File: config.mk
export PLATFORM = sky130hd
export DESIGN_NAME = serial_adder_ctrl
export DESIGN_NICKNAME = d
export VERILOG_FILES = /design/src/rtl/serial_adder_pkg.sv /design/src/rtl/full_adder.sv /design/src/rtl/serial_adder_ctrl.sv
export SDC_FILE = /design/constraint.sdc
export NUM_CORES = 1
export LEC_CHECK = 0
export BUFFER_PORTS_ARGS = -buffer_cell sky130_fd_sc_hd__buf_2
export CAP_MARGIN = 15
export CORE_MARGIN = 3
export CORE_UTILIZATION = 40
export CTS_CLUSTER_SIZE = 40
export DETAILED_ROUTE_END_ITERATION = 8
export GPL_TIMING_DRIVEN = 0
export PLACE_DENSITY = 0.6
export RECOVER_POWER = 50
export SYNTH_ARGS = -nofsm -noshare
export SYNTH_HDL_FRONTEND = slang
export SYNTH_SLANG_ARGS = --single-unit
File: constraint.sdc
create_clock -name clk -period 1.8 [get_ports clk]
set_input_delay 0.45 -clock clk [delete_from_list [all_inputs] [get_ports clk]]
set_output_delay 0.45 -clock clk [all_outputs]
set_load 0.05 [all_outputs]
File: src/rtl/serial_adder_pkg.sv
// Shared definitions for the bit-serial adder controller.
// Holds the FSM state encoding used by serial_adder_ctrl.
package serial_adder_pkg;

    localparam int ST_W = 2;

    typedef enum logic [ST_W-1:0] {
        ST_IDLE = 2'd0,
        ST_RUN  = 2'd1,
        ST_DONE = 2'd2
    } state_e;

endpackage

File: src/rtl/full_adder.sv
// One-bit full adder cell.
// Reused unchanged by the serial adder as its only arithmetic element.
module full_adder (
    input  logic a,
    input  logic b,
    input  logic c_in,
    output logic sum,
    output logic carry
);

    assign sum   = a ^ b ^ c_in;
    assign carry = (a & b) | (c_in & (a ^ b));

endmodule

File: src/rtl/serial_adder_ctrl.sv
// Bit-serial adder: one full_adder reused once per clock, LSB first.
// start/busy/done handshake; result held until the next add completes.
module serial_adder_ctrl
    import serial_adder_pkg::*;
#(
    parameter int WIDTH = 8,
    parameter int CNT_W = $clog2(WIDTH > 1 ? WIDTH : 2)
) (
    input  logic             clk,
    input  logic             rst,
    input  logic             start,
    input  logic [WIDTH-1:0] a,
    input  logic [WIDTH-1:0] b,
    input  logic             c_in,
    output logic             busy,
    output logic             done,
    output logic [WIDTH-1:0] sum,
    output logic             c_out
);

    state_e             state_q, state_d;
    logic [WIDTH-1:0]   a_sh_q, a_sh_d;
    logic [WIDTH-1:0]   b_sh_q, b_sh_d;
    logic               carry_q, carry_d;
    logic [CNT_W-1:0]   cnt_q, cnt_d;
    logic [WIDTH-1:0]   sum_q, sum_d;
    logic               cout_q, cout_d;
    logic               fa_s;
    logic               fa_co;
    logic [WIDTH-1:0]   s_next;
    logic               last;

    full_adder u_fa (a_sh_q[0], b_sh_q[0], carry_q, fa_s, fa_co);

    assign last = (cnt_q == CNT_W'(WIDTH - 1));

    // Partial-sum shifter; bit 0 would only ever be shifted out,
    // so only the upper WIDTH-1 bits are stored.
    if (WIDTH > 1) begin : g_sh
        logic [WIDTH-2:0] s_sh_q;

        assign s_next = {fa_s, s_sh_q};

        // Collect one sum bit per RUN cycle, entering at the MSB.
        always_ff @(posedge clk or posedge rst) begin
            if (rst) begin
                s_sh_q <= '0;
            end else if (state_q == ST_RUN) begin
                s_sh_q <= s_next[WIDTH-1:1];
            end
        end
    end else begin : g_nosh
        assign s_next = fa_s;
    end

    // Next-state: capture operands on start, shift while running,
    // publish the result on the final bit.
    always_comb begin
        state_d = state_q;
        a_sh_d  = a_sh_q;
        b_sh_d  = b_sh_q;
        carry_d = carry_q;
        cnt_d   = cnt_q;
        sum_d   = sum_q;
        cout_d  = cout_q;
        unique case (state_q)
            ST_IDLE, ST_DONE: begin
                if (start) begin
                    a_sh_d  = a;
                    b_sh_d  = b;
                    carry_d = c_in;
                    cnt_d   = '0;
                    state_d = ST_RUN;
                end else begin
                    state_d = ST_IDLE;
                end
            end
            ST_RUN: begin
                a_sh_d  = a_sh_q >> 1;
                b_sh_d  = b_sh_q >> 1;
                carry_d = fa_co;
                cnt_d   = cnt_q + CNT_W'(1);
                if (last) begin
                    sum_d   = s_next;
                    cout_d  = fa_co;
                    // Parked at zero so a 1-bit build never leaves 0.
                    cnt_d   = '0;
                    state_d = ST_DONE;
                end
            end
            default: state_d = ST_IDLE;
        endcase
    end

    // State, operand, carry, counter and result registers.
    always_ff @(posedge clk or posedge rst) begin
        if (rst) begin
            state_q <= ST_IDLE;
            a_sh_q  <= '0;
            b_sh_q  <= '0;
            carry_q <= 1'b0;
            cnt_q   <= '0;
            sum_q   <= '0;
            cout_q  <= 1'b0;
        end else begin
            state_q <= state_d;
            a_sh_q  <= a_sh_d;
            b_sh_q  <= b_sh_d;
            carry_q <= carry_d;
            cnt_q   <= cnt_d;
            sum_q   <= sum_d;
            cout_q  <= cout_d;
        end
    end

    assign busy  = (state_q == ST_RUN);
    assign done  = (state_q == ST_DONE);
    assign sum   = sum_q;
    assign c_out = cout_q;

endmodule
== Word-level counts from Yosys, hierarchy flattened ==
Index checks and enable logic that the tools add are counted.

* Add/sub/neg operators: 1
* Eq/ne operators: 5
* Muxes and demuxes: 12
* Bitwise operators: 5
* Reduce and logical (&&, ||, !) cells: 5

{| class="wikitable"
|+ Operator list
! kind !! number
|-
| $pmux 8 s2 || 2
|-
| $mux 8 || 2
|-
| $mux 3 || 2
|-
| $pmux 3 s2 || 1
|-
| $pmux 2 s2 || 1
|-
| $reduce_and 2->1 || 2
|-
| $add 3x1->3 const B || 1
|-
| $eq 3x3->1 const B || 1
|-
| $and 1x1->1 || 2
|-
| $eq 2x1->1 const B || 1
|-
| $eq 2x2->1 const B || 1
|-
| $logic_not 2->1 || 1
|-
| $mux 1 || 2
|-
| $mux 2 || 1
|-
| $ne 2x1->1 const B || 1
|-
| $ne 2x2->1 const B || 1
|-
| $pmux 1 s2 || 1
|-
| $reduce_bool 2->1 || 1
|-
| $reduce_or 2->1 || 1
|-
| $xor 1x1->1 || 2
|-
| $or 1x1->1 || 1
|}

* Bits in registers: 38
* Input port bits: 20
* Output and inout port bits: 11

== Longest topological paths before layout ==
Gate-level depths: netlist (run 1).

* Word-level depth: 4
* Depth in mapped cells: 6
* Mapped depth without buffers: 5

== Cells and area by module ==
A second synthesis (run 1) with hierarchy kept.

* Cells, all modules: 161
* Area total of the unflattened synthesis: 1804.2 sq um

{| class="wikitable"
|+ Modules (own cells, without submodules)
! module !! instances !! cells an instance !! area each (sq um)
|-
| serial_adder_ctrl || 1 || 160 || 1784.2
|-
| full_adder || 1 || 1 || 20.0
|}

== Worst setup path before layout (run 1) ==
No wires, ideal clock.

* Path type: flip-flop to output port
* Start point: register state_q[1]
* End point: output done
* Arrival: 1287 ps
* Setup slack: 63 ps
* Cell stages (with the launch flop): 3
* Path through: dfrtp_1 > buf_2 > nor2b_1

* Word-level cells in the longest chain between the ends: 1

{| class="wikitable"
|+ RTL lines
! what !! RTL line !! source
|-
| start: declaration || serial_adder_ctrl.sv:21 || <nowiki>state_e state_q, state_d;</nowiki>
|-
| start signal: assignment || serial_adder_ctrl.sv:106 || <nowiki>state_q <= state_d;</nowiki>
|-
| $eq 2x2->1 || serial_adder_ctrl.sv:117 || <nowiki>assign done = (state_q == ST_DONE);</nowiki>
|-
| end: declaration || serial_adder_ctrl.sv:16 || <nowiki>output logic done,</nowiki>
|}

No other way between the ends.

== Worst setup path in the final report (run 1) ==
Same ends and word-level chain as after synthesis.

==> impl_results.md, run 1 <==
* Port bufs at 30
* Gate Count Post-Synth at between 150 and 200
* Largest family of logic cells by synthesized area: simple AND/OR/NAND/NOR gates
* DR WL/cell at 13.8 µm
* Slew HR at around 5.6%
* CP max-delay cell: dfrtp_1
* WHS at about 0.39 ns
* Peak Freq at ~580 MHz
* Row Count at 23
* Post-synthesis mux area share at between 10% and 20%
* DPL Wire Length at around 2400 µm
* Final setup TNS at 0 ns
* Die area at between 5000 and 6000 µm²
* Yosys warnings at 0
* Clock buffer depth at 2
* Avg Cell Area, Syn at approximately 11 µm²
* Drt first-iter violations at between 40 and 50
* Worst Path Required at about 1.4 ns
* Number of max-cap violations at 0
* Final Hold Viols at 0
* Final setup violating endpoints at 0
* Io pins at 31
* DRT Pass-1 Iters at 4
* Leakage at approximately 1 nW
* Fill count at between 300 and 400
* Most common cell after layout, fill and taps aside: dfrtp_1
* Worst r2r src: cnt_q[0]
* Die Ht at a little over 70 µm
* FF-to-FF setup slack at a little under 0.3 ns
* Layout area overhead at 16.7%
* Number of distinct library cells after synthesis at 25
* Diode count at 0
* Commonest cells after routing, fill and taps aside: dfrtp_1 (38), buf_2 (32), nand2_1 (25)
* Critical path class: reg2out
* Hold Crit Class: in2reg
* Initial Util at a little over two fifths
* Root buf cell: clkbuf_8
* Post-route DRC violation count at 0
* Worst hold start: b[6]
* Worst hold path endpoint: b_sh_q[6]
* Total wire length at approximately 3300 µm
* Flops & latches, synth at 38
* Nature of the critical path startpoint: register
* GRT overflow at 0
* # hold bufs at CTS at 0
* CTS sink count at 38
* Global-route usage over all layers at around 15%
* Number of cells on the critical path at 3
* Compound-Gate Fraction of Synth Area at under 10%
* Share of the yosys chip area belonging to registers at ~55%
* CTS tree: yes
* Clock skew at between 0.007 and 0.008 ns
* Clock transition at path regs at 0.07 ns
* Adder-Cell Fraction of Synth Area at under 10%
* Final cell utilization of the core at between 40% and 50%
* Vias in the first global route at ~1300
* Measured slew at the worst slew-check pin at 1.42 ns
* Hold path cells at 3
* Data arrival, critical path at between 1 and 1.5 ns
* Synth Area in Simple Gates at 15.7%
* Pwr Total at about 3.8 mW
* GP Congestion at 0.726
* Core Box Area at between 4000 and 5000 µm²
* Crit path cell chain: clkbuf_4, nor2b_1, buf_2
* Crit path buf inv count at 2
* RSZ-0062 raised after global routing: false
* Placed Cells at around 240
* Finished Layout Cells at between 200 and 250
* Worst-path maximum fanout at 10
* Antenna Violating Nets Remaining at 0
* R2R cell count at 5
* Syn nets at approximately 180
* Period utilization at ~96%
* Die Width at 71.8 µm
* TritonCTS Buffers at 5
* Antenna violations before repair at 0
* Minimum clock period at between 1.5 and 2 ns
* Synthesized area at around 1700 µm²
* Crit-path leading delay family: buffers and inverters
* Peak VDD IR at between 0.7 and 0.8 mV
* Clock latency on the worst-skew pair at 0.28 ns
* Via-to-Cell Ratio at about 5.0
* CP max stage delay at about 0.37 ns
* Largest net degree at the start of global routing at 39
* Synth Area in XOR/XNOR at 0%
* H-Tree Depth at 2
* Critical R2R Capture: cnt_q[0]
* Max Transition Viols Final at 0
* Pwr Density at between 1500 and 2000 nW/µm²
* First-pass GRT wire length at a little under 6000 µm
* Layout cells sized above 1 at 27.7%
* Nets at approximately 210
* Setup crit end kind: primary output
* Status: finished clean
* Via count at approximately 1200
==> repair_timing <==
| item | 4_1_cts | 5_1_grt |
|---|---|---|
| endpoints found under the setup margin | 1 | 1 |
| hold endpoints to repair | 0 | 0 |
| cloned | 0 | 0 |
| pin swaps | 0 | 0 |
| buffers inserted | 0 | 0 |
| gates resized for setup | 2 | 1 |
==> power by group <==
part | switching [mW] | internal [mW]
logic | 1.06 | 0.713
clock network | 0.268 | 0.266
registers | 0.250 | 1.25
==> tightest hold or removal path: cells and delay by family <==
family,cells,cell delay (ns)
buffers and inverters,1,0.08
AOI/OAI and AO/OA,1,0.07
and+or+nand+nor,1,0.05
==> per-stage QoR <==
step	area, µm²	setup slack (ns)
global route	2020	0.0142
CTS	2020	0.0178
detailed placement	1950	0.101
global placement	1950	-0.0131
floorplan	1730	0.0635
finish	2020	0.0750
==> flip-flops by register name (all words and copies together) (netlist names) <==
| register | cells |
|---|---|
| b_sh_q | 8 |
| a_sh_q | 8 |
| c_out | 1 |
| carry_q | 1 |
| state_q | 2 |
| sum | 8 |
| g_sh.s_sh_q | 7 |
| cnt_q | 3 |
==> cell families (layout without fill, tap and decap cells) <==
logic type | count (synthesis) | after routing
flops | 38 | 38
buf+inv | 13 | 49
compound gates | 26 | 26
fa+ha+maj | 3 | 3
simple gates | 58 | 58
mux | 17 | 17
==> worst max path at each step <==
stage,start,to,slack [ns]
2_1_floorplan,state_q[1],done,0.06
3_3_place_gp,rst,a_sh_q[3],-0.01
3_5_place_dp,state_q[1],busy,0.10
4_1_cts,state_q[1],done,0.02
5_1_grt,state_q[1],busy,0.01
6_report,state_q[1],done,0.08
==> per-layer routing <==
| metal | up-vias | GRT usage [%] | wire length [µm] |
|---|---|---|---|
| met5 | - | 0 | 0 |
| met4 | 0 | 5.01 | 61 |
| met3 | 5 | 4.63 | 126 |
| met2 | 22 | 25.5 | 1660 |
| met1 | 570 | 17.8 | 1480 |
| li1 | 605 | - | - |
==> area by class of cell <==
class | count | area [µm²] | share of cell area (%)
Buffer | 9 | 56.3 | 2.78
Multi-Input combinational cell | 104 | 706 | 34.9
Timing Repair Buffer | 30 | 156 | 7.73
Tap cell | 50 | 62.6 | 3.09
Clock buffer | 7 | 76.3 | 3.77
Inverter | 3 | 16.3 | 0.803
Sequential cell | 38 | 951 | 47.0
==> synth_stat cells (all sizes together) <==
master   n  share of area (%)
fa       1                1.2
inv      2               0.43
ha       2                1.4
nor2b    7                2.5
mux2    10                8.4
a21oi    5                1.4
clkinv   1               0.51
dfrtp   38                 55
o21ai    2               0.58
nand2b   2               0.72
mux2i    7                4.0
buf      9                3.3
clkbuf   1               0.22
o22ai    8                2.9
nand2   26                6.6
nor3     8                2.3
a22o     4                2.0
a211oi   5                2.2
a22oi    2               0.87
nand3    4                1.2
nor2    11                2.4
No activity file was read; power rests on OpenSTA's default activity.
==> inputs of run 2 (changes only) <==
--- a/config.mk
+++ b/config.mk
@@ -7,6 +7,7 @@
 export LEC_CHECK = 0
 export BUFFER_PORTS_ARGS = -buffer_cell sky130_fd_sc_hd__buf_2
 export CAP_MARGIN = 15
+export CORE_ASPECT_RATIO = 1.5
 export CORE_MARGIN = 3
 export CORE_UTILIZATION = 40
 export CTS_CLUSTER_SIZE = 40
==> run 2 against run 1 <==
Compared with the run above: cell count shrank 1.7%; wire length shrank 4.8%; critical path depth grew 1; flip-flop and latch count is the same; non-clock buffer count is the same; clock-buffer cell count shrank 1; clock skew shrank 0.0023 ns; worst hold slack gained 0.0053 ns; sequential power is essentially flat; worst setup slack lost 0.0088 ns; maximum frequency shrank 0.51%; highest routed layer unchanged.
==> impl_results.md, run 2 (synthesized netlist as in run 1, its figures left out) <==
* Crit path cell chain: nand2b_1, buf_6, clkinv_4, buf_6
* Clock buffer depth at 2
* Pwr Density at ~1900 nW/µm²
* Via-to-Cell Ratio at 5.19
* Total wire length at between 3000 and 4000 µm
* Diode count at 0
* Final setup TNS at 0 ns
* DR WL/cell at 13.3 µm
* Nature of the critical path startpoint: register
* Hold Crit Class: in2reg
* Initial Util at 42.7%
* Measured slew at the worst slew-check pin at 1.39 ns
* Drt first-iter violations at 21
* Placed Cells at 230
* Final setup violating endpoints at 0
* TritonCTS Buffers at 5
* Critical path class: reg2out
* Via count at 1231
* Root buf cell: clkbuf_8
* Die Width at around 60 µm
* Largest net degree at the start of global routing at 39
* Setup crit end kind: primary output
* Peak Freq at 577 MHz
* Peak VDD IR at ~1.3 mV
* RSZ-0062 raised after global routing: false
* Worst-path maximum fanout at 12
* H-Tree Depth at 2
* FF-to-FF setup slack at ~0.29 ns
* Number of max-cap violations at 0
* Hold path cells at 3
* Worst r2r src: cnt_q[0]
* GRT overflow at 0
* Finished Layout Cells at 237
* Clock skew at 0.00484 ns
* CP max stage delay at 0.40 ns
* CP max-delay cell: dfrtp_1
* Die Ht at 86.6 µm
* CP dominant cell by count: buf_6
* FF/Latch Area at about 950 µm²
* Slew HR at under 10%
* Critical R2R Capture: cnt_q[0]
* GP Congestion at 0.684
* Antenna violations before repair at 0
* Period utilization at 96.3%
* Status: finished clean
* Max Transition Viols Final at 0
* Minimum clock period at ~1.7 ns
* CTS tree: yes
* Vias in the first global route at between 1000 and 1500
* Post-route DRC violation count at 0
* Layout area overhead at 17.7%
* Global-route usage over all layers at between 10% and 20%
* Nets at approximately 210
* Die area at 5180 µm²
* Crit path from: state_q[1]
* Layout cells sized above 1 at about 30%
* Worst Path Required at between 1 and 1.5 ns
* Post-CTS setup buffer count at 0
* Most common cell after layout, fill and taps aside: dfrtp_1
* Commonest cells after routing, fill and taps aside: dfrtp_1 (38), buf_2 (32), nand2_1 (25)
* Data arrival, critical path at approximately 1.3 ns
* Area occupied by multi-input gates at 706 µm²
* # hold bufs at CTS at 0
* Fill count at around 370
* Row Count at 28
* Post_cts resized at 3
* Leakage at 1.01 nW
* Core Box Area at around 4100 µm²
* Worst hold path endpoint: b_sh_q[6]
* Port bufs at 30
* First-pass GRT wire length at between 5000 and 6000 µm
* Clock transition at path regs at about 0.08 ns
* DPL Wire Length at ~2300 µm
* R2R cell count at 5
* Antenna Violating Nets Remaining at 0
* Final Hold Viols at 0
* CTS sink count at 38
* Io pins at 31
* DRT Pass-1 Iters at 4
* Clock latency on the worst-skew pair at 0.28 ns
* Worst hold start: b[6]
## run 2: metrics by stage
step / power (mW) / cell area, µm² / hold WS (ns) / utilization (%) / worst slack (ns)
finish: 3.88 / 2040 / 0.399 / 50.2 / 0.0663
global route: 4.16 / 2040 / 0.411 / 50.2 / 0.00561
CTS: 3.92 / 2040 / 0.333 / 50.2 / 0.0399
detailed placement: 3.30 / 1940 / 0.468 / 47.8 / 0.0793
global placement: 3.25 / 1940 / 0.467 / 47.8 / 0.00993
floorplan: 2.91 / 1730 / 0.446 / - / 0.0635
## run 2: final cells by class
type	count	area share, %
Clock buffer	6	4.05
Buffer	9	2.82
Timing Repair Buffer	30	7.79
Clock inverter	2	0.613
Sequential cell	38	46.6
Multi-Input combinational cell	104	34.6
Tap cell	45	2.76
Inverter	3	0.797
## run 2: worst max-delay path by stage
stage	to	slack, ns	cells after the start
2_1_floorplan	done	0.06	2
3_3_place_gp	a_sh_q[6]	0.01	2
3_5_place_dp	busy	0.08	5
4_1_cts	busy	0.04	4
5_1_grt	busy	0.006	4
6_report	busy	0.07	4
## run 2: worst max-delay path, delay by kind of cell (launching register included)
kind                   cells  cell delay [ns]
AND/OR/NAND/NOR            1             0.16
buffers and inverters      3             0.44
flip-flops                 1             0.40
## run 2: routing by layer
layer | GRT usage [%] | routed length [µm]
met2 | 22.1 | 1530
met5 | 0 | 0
met3 | 3.87 | 162
met1 | 16.7 | 1430
met4 | 5.44 | 40
## run 2: where the power goes
group	switching (mW)	internal (mW)	total [mW]	leakage (nW)
Combinational	1.05	0.715	1.76	0.497
Clock	0.300	0.308	0.608	0.0472
Sequential	0.250	1.25	1.50	0.466
Total	1.60	2.28	3.88	1.01
==> inputs of run 3 (changes only) <==
--- a/config.mk
+++ b/config.mk
@@ -13,7 +13,7 @@
 export CTS_CLUSTER_SIZE = 40
 export DETAILED_ROUTE_END_ITERATION = 8
 export GPL_TIMING_DRIVEN = 0
-export PLACE_DENSITY = 0.6
+export PLACE_DENSITY = 0.63
 export RECOVER_POWER = 50
 export SYNTH_ARGS = -nofsm -noshare
 export SYNTH_HDL_FRONTEND = slang
==> constraint.sdc (replaced) <==
create_clock -name clk -period 1.5 [get_ports clk]
set_input_delay 0.375 -clock clk [delete_from_list [all_inputs] [get_ports clk]]
set_output_delay 0.375 -clock clk [all_outputs]
set_load 0.05 [all_outputs]
==> run 3 against run 2 <==
Compared with the run above: highest routed layer unchanged; sequential power grew 22%; the run now ends with negative setup slack left; cell count increased by 3.0%; critical path type unchanged; utilization increased by 2.4 points; via count rose by 3.0%; flip-flop and latch count did not move; clock-buffer cell count stayed put; global-route usage rose by 2.2 points; non-clock buffer count grew 7; clock skew about the same.
==> impl_results.md, run 3 (synthesized netlist as in run 1, its figures left out) <==
* Vias in the first global route at around 1300
* Nets at ~220
* Antenna violations before repair at 0
* TritonCTS Buffers at 5
* Pwr Density at ~2300 nW/µm²
* Clock skew at between 0.004 and 0.005 ns
* # hold bufs at CTS at 0
* H-Tree Depth at 2
* Failing checks: negative setup slack
* Post-place setup slack at -0.152 ns
* Max Transition Viols Final at 0
* RSZ-0062 raised after global routing: true
* Clock latency on the worst-skew pair at around 0.29 ns
* Final setup margin at -0.00137 ns
* Root buf cell: clkbuf_8
* DPL Wire Length at 2610 µm
* CP max-delay cell: dfrtp_2
* Minimum clock period at roughly 1.5 ns
* Via count at between 1000 and 1500
* Post-route DRC violation count at 0
* Via-to-Cell Ratio at between 5 and 6
* GRT overflow at 0
* Diode count at 0
* Total wire length at approximately 3600 µm
* Leakage at roughly 1.1 nW
* Antenna Violating Nets Remaining at 0
* Worst-path maximum fanout at 4
* Final setup violating endpoints at 1
* Layout area overhead at 23.3%
* Core Box Area at about 4100 µm²
* Data arrival, critical path at between 1 and 1.5 ns
* Initial Util at between 40% and 50%
* Nature of the critical path startpoint: register
* Global-route usage over all layers at between 10% and 20%
* Worst Path Required at 1.12 ns
* Final Hold Viols at 0
* Setup crit end kind: primary output
* Crit-path leading delay family: flip-flops
* Io pins at 31
* Drt first-iter violations at 25
* GP Congestion at 0.715
* Commonest cells after routing, fill and taps aside: dfrtp_1 (37), buf_2 (32), nand2_1 (25)
* Die Ht at slightly below 90 µm
* CTS tree: yes
* Fill count at roughly 370
* Final cell utilization of the core at a little over half
* Clock buffer depth at 2
* CP max stage delay at between 0.4 and 0.5 ns
* Slew HR at between 50% and 60%
* Most common cell after layout, fill and taps aside: dfrtp_1
* Die area at roughly 5200 µm²
* Crit path cell chain: buf_6, nor2b_4, buf_8
* Period utilization at 100%
* First-pass GRT wire length at a little over 6000 µm
* Layout cells sized above 1 at about a third
* Peak Freq at approximately 670 MHz
* Critical path class: reg2out
* Die Width at 59.8 µm
* Largest net degree at the start of global routing at 21
* Peak VDD IR at 1.35 mV
* Status: finished, violations left
* Clock transition at path regs at approximately 0.08 ns
* Row Count at 28
* DRT Pass-1 Iters at 4
* Hold Crit Class: in2async
* Port bufs at 30
* Number of max-cap violations at 0
* DR WL/cell at between 10 and 15 µm
* CTS sink count at 38
* Crit path buf inv count at 2
* Measured slew at the worst slew-check pin at around 0.73 ns
run 3: stage by stage:
step	power, mW	hold slack [ns]	instances	area, µm²	setup TNS (ns)
3_5_place_dp	4.02	0.472	231	1970	-0.152
3_3_place_gp	3.89	0.465	230	1940	-7.69
5_1_grt	5.26	0.238	244	2140	-0.0439
6_report	4.89	0.193	244	2140	-0.00137
4_1_cts	4.94	0.257	243	2150	-0.0458
2_1_floorplan	3.50	0.446	155	1740	0
run 3: worst register-to-register path, stage by stage, from the launching register on:
cell	delay [ns]
dfrtp_1	0.38
ha_1	0.21
ha_4	0.18
nor2_1	0.08
mux2_1	0.29
a22o_1	0.18
run 3: worst paths after layout:
path                                 from              to  slack [ns]  cells after the start
max                            state_q[0]            done      -0.001                      3
max in group asynchronous             rst       a_sh_q[4]        0.36                      3
min in group clk                     b[6]       b_sh_q[6]        0.32                      3
min                                   rst          sum[7]        0.19                      2
max reg2reg                      cnt_q[0]        cnt_q[0]        0.08                      5
min reg2reg                g_sh.s_sh_q[0]  g_sh.s_sh_q[0]        0.49                      2
run 3: what timing repair did:
action,4_1_cts,5_1_grt
endpoints found under the setup margin,3,3
hold endpoints to repair,0,0
buffers inserted,5,2
resized for setup,16,2
run 3: layout make-up:
cell class | count | area [µm²] | share of cell area, %
sequential | 38 | 952 | 44.5
multi-input combinational | 104 | 733 | 34.3
timing repair buffer | 38 | 228 | 10.6
clock buffer | 6 | 82.6 | 3.86
buffer | 8 | 57.6 | 2.69
tap | 45 | 56.3 | 2.63
inverter | 3 | 16.3 | 0.761
clock inverter | 2 | 12.5 | 0.585
run 3: layer usage:
metal	vias to the layer above	GRT usage, %	routed length, µm
met5	-	0	0
met1	609	18.0	1410
met3	7	4.32	181
met2	31	27.5	1910
li1	621	-	-
met4	0	6.25	61
run 3: power by group:
| group | total (mW) | switching, mW | internal (mW) |
|---|---|---|---|
| Combinational | 2.33 | 1.32 | 1.00 |
| Clock | 0.733 | 0.363 | 0.369 |
| Sequential | 1.83 | 0.325 | 1.51 |
| Total | 4.89 | 2.01 | 2.88 |
